### config.mk
export PLATFORM = sky130hd
export DESIGN_NAME = hazard_ctrl
export DESIGN_NICKNAME = d
export VERILOG_FILES = /design/src/rtl/hazard_ctrl.sv
export SDC_FILE = /design/constraint.sdc
export NUM_CORES = 1
export LEC_CHECK = 0
export ABC_AREA = 1
export CAP_MARGIN = 20
export CORE_MARGIN = 3
export CORE_UTILIZATION = 39
export CTS_BUF_LIST = sky130_fd_sc_hd__clkbuf_4
export DETAILED_ROUTE_END_ITERATION = 7
export PLACE_DENSITY = 0.7
export SLEW_MARGIN = 25
export SYNTH_ARGS = -nofsm -noshare
export SYNTH_HDL_FRONTEND = slang
export SYNTH_SLANG_ARGS = --single-unit
### constraint.sdc
create_clock -name clk_i -period 2.3 [get_ports clk_i]
set_clock_uncertainty 0.15 [all_clocks]
set_input_delay 0.345 -clock clk_i [delete_from_list [all_inputs] [get_ports clk_i]]
set_output_delay 0.345 -clock clk_i [all_outputs]
set_load 0.03 [all_outputs]
### src/rtl/hazard_ctrl.sv
// hazard_ctrl
//   Pipeline hazard sequencer for the 5-stage MIPS core. It looks at the
//   IF/ID, ID/EX and MEM stages every cycle. It resolves three things:
//   load-use hazards (one bubble), taken branch/jump flushes and multi-cycle
//   data-memory waits. A wait that lasts too long goes to a sticky error trap.
//
//   Handshake: a memory access is pending while Dmem_req_i is high and
//   Dmem_ack_i is low. An ack in the same cycle as the request completes
//   the access with no stall.
//
//   Ports
//     clk_i, rst_i             clock and synchronous active-high reset
//     IDEX_MemRead_i/Rt_i      load in EX and its destination register
//     IFID_Rs_i/Rt_i           source registers of the instruction in ID
//     Branch_taken_i, Jump_i   control transfer resolved in ID
//     Dmem_req_i, Dmem_ack_i   MEM-stage access / completion
//     PC_write_o, IFID_write_o PC and IF/ID load enables
//     IFID_flush_o             clear IF/ID to NOP
//     IDEX_bubble_o            zero control fields entering ID/EX
//     Pipe_stall_o             freeze ID/EX, EX/MEM, MEM/WB
//     err_o                    sticky memory-timeout error
//     state_o                  current FSM state (RUN/LOAD_STALL/MEM_WAIT/ERROR)
//   Optional (macro HAZARD_PERF_CNT_EN)
//     stall_cycles_o           saturating count of cycles with PC_write_o low
//     flush_cnt_o              saturating count of IFID_flush_o pulses
module hazard_ctrl #(
  parameter int MEM_TIMEOUT = 15,
  parameter int CNT_W       = 16
) (
  input  logic             clk_i,
  input  logic             rst_i,
  input  logic             IDEX_MemRead_i,
  input  logic [4:0]       IDEX_Rt_i,
  input  logic [4:0]       IFID_Rs_i,
  input  logic [4:0]       IFID_Rt_i,
  input  logic             Branch_taken_i,
  input  logic             Jump_i,
  input  logic             Dmem_req_i,
  input  logic             Dmem_ack_i,
  output logic             PC_write_o,
  output logic             IFID_write_o,
  output logic             IFID_flush_o,
  output logic             IDEX_bubble_o,
  output logic             Pipe_stall_o,
  output logic             err_o,
  output logic [1:0]       state_o
`ifdef HAZARD_PERF_CNT_EN
  ,
  output logic [CNT_W-1:0] stall_cycles_o,
  output logic [CNT_W-1:0] flush_cnt_o
`endif
);

  typedef enum logic [1:0] {
    ST_RUN        = 2'd0,
    ST_LOAD_STALL = 2'd1,
    ST_MEM_WAIT   = 2'd2,
    ST_ERROR      = 2'd3
  } state_e;

  localparam logic [7:0] TIMEOUT_C = 8'(MEM_TIMEOUT);

  state_e     state_q, state_d;
  logic [7:0] wait_q, wait_d;
  logic       err_q, err_d;

  logic load_use, mem_wait, ctrl_xfer;

  assign load_use  = IDEX_MemRead_i && (IDEX_Rt_i != 5'd0) &&
                     ((IDEX_Rt_i == IFID_Rs_i) || (IDEX_Rt_i == IFID_Rt_i));
  assign mem_wait  = Dmem_req_i && !Dmem_ack_i;
  assign ctrl_xfer = Branch_taken_i || Jump_i;

  always_comb begin
    PC_write_o    = 1'b1;
    IFID_write_o  = 1'b1;
    IFID_flush_o  = 1'b0;
    IDEX_bubble_o = 1'b0;
    Pipe_stall_o  = 1'b0;
    state_d       = state_q;
    wait_d        = wait_q;
    err_d         = err_q;

    unique case (state_q)
      ST_RUN, ST_LOAD_STALL: begin
        if (mem_wait) begin
          Pipe_stall_o = 1'b1;
          PC_write_o   = 1'b0;
          IFID_write_o = 1'b0;
          state_d      = ST_MEM_WAIT;
          wait_d       = 8'd1;
        end else if (load_use && state_q == ST_RUN) begin
          // The branch/jump is dropped here. It is seen again next cycle,
          // when the same instruction is still in ID.
          PC_write_o    = 1'b0;
          IFID_write_o  = 1'b0;
          IDEX_bubble_o = 1'b1;
          state_d       = ST_LOAD_STALL;
        end else begin
          IFID_flush_o = ctrl_xfer;
          state_d      = ST_RUN;
          wait_d       = 8'd0;
        end
      end
      ST_MEM_WAIT: begin
        if (!Dmem_ack_i) begin
          Pipe_stall_o = 1'b1;
          PC_write_o   = 1'b0;
          IFID_write_o = 1'b0;
          if (wait_q == TIMEOUT_C) begin
            state_d = ST_ERROR;
            err_d   = 1'b1;
          end else begin
            wait_d = wait_q + 8'd1;
          end
        end else if (load_use) begin
          // The pipe was frozen, so the hazard check was held off until the ack.
          PC_write_o    = 1'b0;
          IFID_write_o  = 1'b0;
          IDEX_bubble_o = 1'b1;
          state_d       = ST_LOAD_STALL;
        end else begin
          IFID_flush_o = ctrl_xfer;
          state_d      = ST_RUN;
          wait_d       = 8'd0;
        end
      end
      ST_ERROR: begin
        Pipe_stall_o = 1'b1;
        PC_write_o   = 1'b0;
        IFID_write_o = 1'b0;
        err_d        = 1'b1;
      end
      default: state_d = ST_RUN;
    endcase

    if (rst_i) begin
      PC_write_o    = 1'b0;
      IFID_write_o  = 1'b0;
      IFID_flush_o  = 1'b0;
      IDEX_bubble_o = 1'b0;
      Pipe_stall_o  = 1'b0;
      state_d       = ST_RUN;
      wait_d        = 8'd0;
      err_d         = 1'b0;
    end
  end

  always_ff @(posedge clk_i) begin
    if (rst_i) begin
      state_q <= ST_RUN;
      wait_q  <= 8'd0;
      err_q   <= 1'b0;
    end else begin
      state_q <= state_d;
      wait_q  <= wait_d;
      err_q   <= err_d;
    end
  end

  assign state_o = rst_i ? 2'd0 : state_q;
  assign err_o   = err_q && !rst_i;

`ifdef HAZARD_PERF_CNT_EN
  logic [CNT_W-1:0] stall_cnt_q, flush_cnt_q;

  always_ff @(posedge clk_i) begin
    if (rst_i) begin
      stall_cnt_q <= '0;
      flush_cnt_q <= '0;
    end else begin
      if (!PC_write_o && stall_cnt_q != '1) stall_cnt_q <= stall_cnt_q + 1'b1;
      if (IFID_flush_o && flush_cnt_q != '1) flush_cnt_q <= flush_cnt_q + 1'b1;
    end
  end

  assign stall_cycles_o = stall_cnt_q;
  assign flush_cnt_o    = flush_cnt_q;
`endif

endmodule

==> impl_metrics.yaml <==
outcome:
  status: "finished, final reports clean"
pwr:
  irDropWorstVdd_mv: 0.4254
  power.density_mw_per_mm2: 390.9
  sequentialPowerShare_pct: 38.0
  power_frac_clock_pct: 26.5
  power_switching_share_pct: 32.68
  power.share.combinational_pct: 35.5
  internal-power_uw: 364.2
  leakagePower_nw: 0.7563
  power_switching_uw: 176.8
worst_setup_path:
  timing.critical_path.to_type: "output pin"
  reg2reg_depth: 9
  cpLargestDelayFamily: "buffers and inverters"
  critical_path.cell_chain: "clkdlybuf4s50_1 > inv_1 > buf_4 > nor2_1 > nand3_2 > a21oi_2 > buf_4"
  timing.critical_path.from_type: "input pin"
  critPathBufInv: 4
  cpPeakStageDelay_ns: 0.50
  criticalPathCategory: "in -> out"
  worstSetupPathDepth: 7
  arrival_ns: 1.70
  timing.critical_path.slowest_stage_cell: "clkdlybuf4s50_1"
  timing.critical_path.mode_cell: "buf_4"
  worst-endpoint-required_ns: 1.80
  crit_path_max_fanout: 5
layout:
  layout_common_cells: "45 x nand2_1, 26 x inv_1, 17 x nor2_1"
  sequential_cell_area_um2: 220.2
  layout_commonest_cell: "nand2_1"
  final_net_count: 225
  area_delta_synth_final_pct: 50.27
  final_layout_size_suffix_gt1_share_pct: 24.38
  final_core_area_utilization_pct: 65.83
  final.fill_count: 203
  diodes: 0
  multi_input_comb_area_um2: 601.8
  stdcell_count: 228
sta:
  fin_tns_setup_ns: 0
  hold_ws_ns: 0.3178
  slew_headroom_pct: 74.97
  fin_crit_share_pct: 95.53
  timing.fmax_mhz: 455.1
  hold_viol_final: 0
  timing.final.max_slew_violations: 0
  tightest_slew_ns: 0.3741
  setup_viol: 0
  min_tclk_post_route_ns: 2.197
clocking:
  cts.sink_count: 11
  tritoncts: "built"
  cts_buffers: 3
  htree_levels: 1
  post-cts-setup-buffer-count: 0
  clock_tree.buffer_depth: 2
  latest_clock_arrival_within_the_worst_skew_pair_ns: 0.27
  root_buffer: "clkbuf_4"
  cts.clk_slew.worst_paths_ns: 0.07
global_routing:
  grt_start_max_net_pins: 12
  antenna_found_initial: 0
  globalRouteTotalUtil_pct: 18.75
  global_route.overflow_total: 0
  first_global_vias: 1015
  grt_first_pass_wirelength_um: 4036
yosys:
  synthesis.yosys.warnings: 0
  syn-num-nets: 183
  synth_seq_cells: 11
  post_synth_instance_area_um2: 920.9
  synth_area_per_cell_um2: 5.756
  post_synth_inst_count: 160
  number_of_enable_type_register_cells_in_the_synthesized_netlist: 0
  netlist.area_leader.share_pct: 23.91
  synth.lib_cells_used.distinct: 25
  synth_top_flop_cell: "dfxtp_1"
  yosysSeqAreaShare_pct: 23.91
  netlist_top_cells_area: "dfxtp_1 24%, nand2_1 19%, inv_1 11%"
  ys_async_sr_fraction_pct: 0
  cell_type_contributing_the_most_total_cell_area_after_synthesis: "dfxtp_1"
floorplan:
  die_x_um: 54.59
  pin_count: 30
  die_h_um: 54.59
  initial_core_util_pct: 43.81
  die-area_mm2: 0.002980
  num_rows: 16
  design.core.area_mm2: 0.002102
min_path:
  hp-class: "reg -> reg"
  worst_hold_path.num_cells: 2
detailed_routing:
  finalWirelength_um: 2555
  drtPass1Iterations: 4
  drt-initial-drc-count: 25
  detailroute.via_count: 1092
  ratio_of_routed_vias_to_standard_cells: 4.789
  avgRoutedWirePerCell_um: 11.21
  met2_length_um: 1301
  post-route-drc-count: 0
  wl_met3_um: 124
  route.antenna.remaining_nets: 0
  routedLengthMet1_um: 1109
  top_signal_layer_used: "met4"
run:
  drv.max_cap_violation_count: 0
placement:
  port-buffer-count: 29
  place.detailed.hpwl_um: 1996
  final_estimated_routing_congestion_in_global_placement: 0.8384
  placed_cells_incl_taps: 224
-- tightest hold or removal path, stage by stage (launching register included) --
cell	delay, ns
dfxtp_1	0.30
inv_1	0.06
a21oi_1	0.06
-- power groups by stage --
stage                     clock [mW]  combinational, mW  sequential (mW)
after floorplan                    0              0.101            0.209
after global placement             0              0.181            0.210
after detailed placement           0              0.184            0.210
after CTS                      0.151              0.181            0.206
after global routing           0.158              0.213            0.207
final                          0.143              0.192            0.206
-- flip-flops by register name (all words and copies together), names as in the netlist --
| signal | flops |
|---|---|
| wait_q | 8 |
| state_q | 2 |
| err_q | 1 |
-- layout make-up --
cell class,instances,share of cell area [%]
inverter,34,9.222
clock buffer,4,2.170
timing repair buffer,39,26.76
multi-input combinational,113,43.49
sequential,11,15.91
tap,27,2.441
-- layer usage --
metal / track usage, % / up-vias
met3: 4.905 / 4
met4: 4.979 / 0
met5: 0 / -
met2: 33.66 / 22
met1: 21.58 / 484
li1: - / 582
-- synth_stat cells (2+ instances only) --
master    n
nand2_1  47
nand4_1   6
o21ai_1   2
a21oi_2   4
inv_1    26
dfxtp_1  11
a21oi_1   7
inv_2     7
nor2_1   21
xnor2_1   2
nand3_1  10
nor3_1    4
-- per-stage QoR --
| step | power [mW] | instance area [µm²] | worst slack (ns) |
|---|---|---|---|
| final | 0.5409 | 1384 | 0.1028 |
| after global routing | 0.5777 | 1384 | -0.03003 |
| after CTS | 0.5377 | 1320 | 0.01709 |
| after detailed placement | 0.3937 | 1296 | -0.4716 |
| after global placement | 0.3904 | 1296 | -0.4658 |
| after floorplan | 0.3097 | 920.9 | 0.1599 |
-- final timing paths --
kind               from       endpoint  slack, ns
min               err_q          err_q       0.32
max reg2reg   wait_q[1]      wait_q[2]       0.54
max          Dmem_ack_i  IDEX_bubble_o       0.10
min reg2reg       err_q          err_q       0.32
-- cell families (layout without fill, tap and decap cells) --
kind of cell / after synthesis / after routing / share of synthesized area [%]
buffers and inverters: 36 / 77 / 15.08
XOR/XNOR: 3 / 3 / 2.854
AO/OA/AOI/OAI: 16 / 16 / 11.00
flip-flops: 11 / 11 / 23.91
AND/OR/NAND/NOR: 93 / 93 / 45.79
adder cells (fa/ha/maj): 1 / 1 / 1.358
-- what timing repair did --
action                                  4_1_cts  5_1_grt
hold buffers                                  0        0
pin swaps                                     2       10
endpoints found under the setup margin        4        4
resized for setup                            25       22
Note: power is estimated with default switching activity, not from simulation.
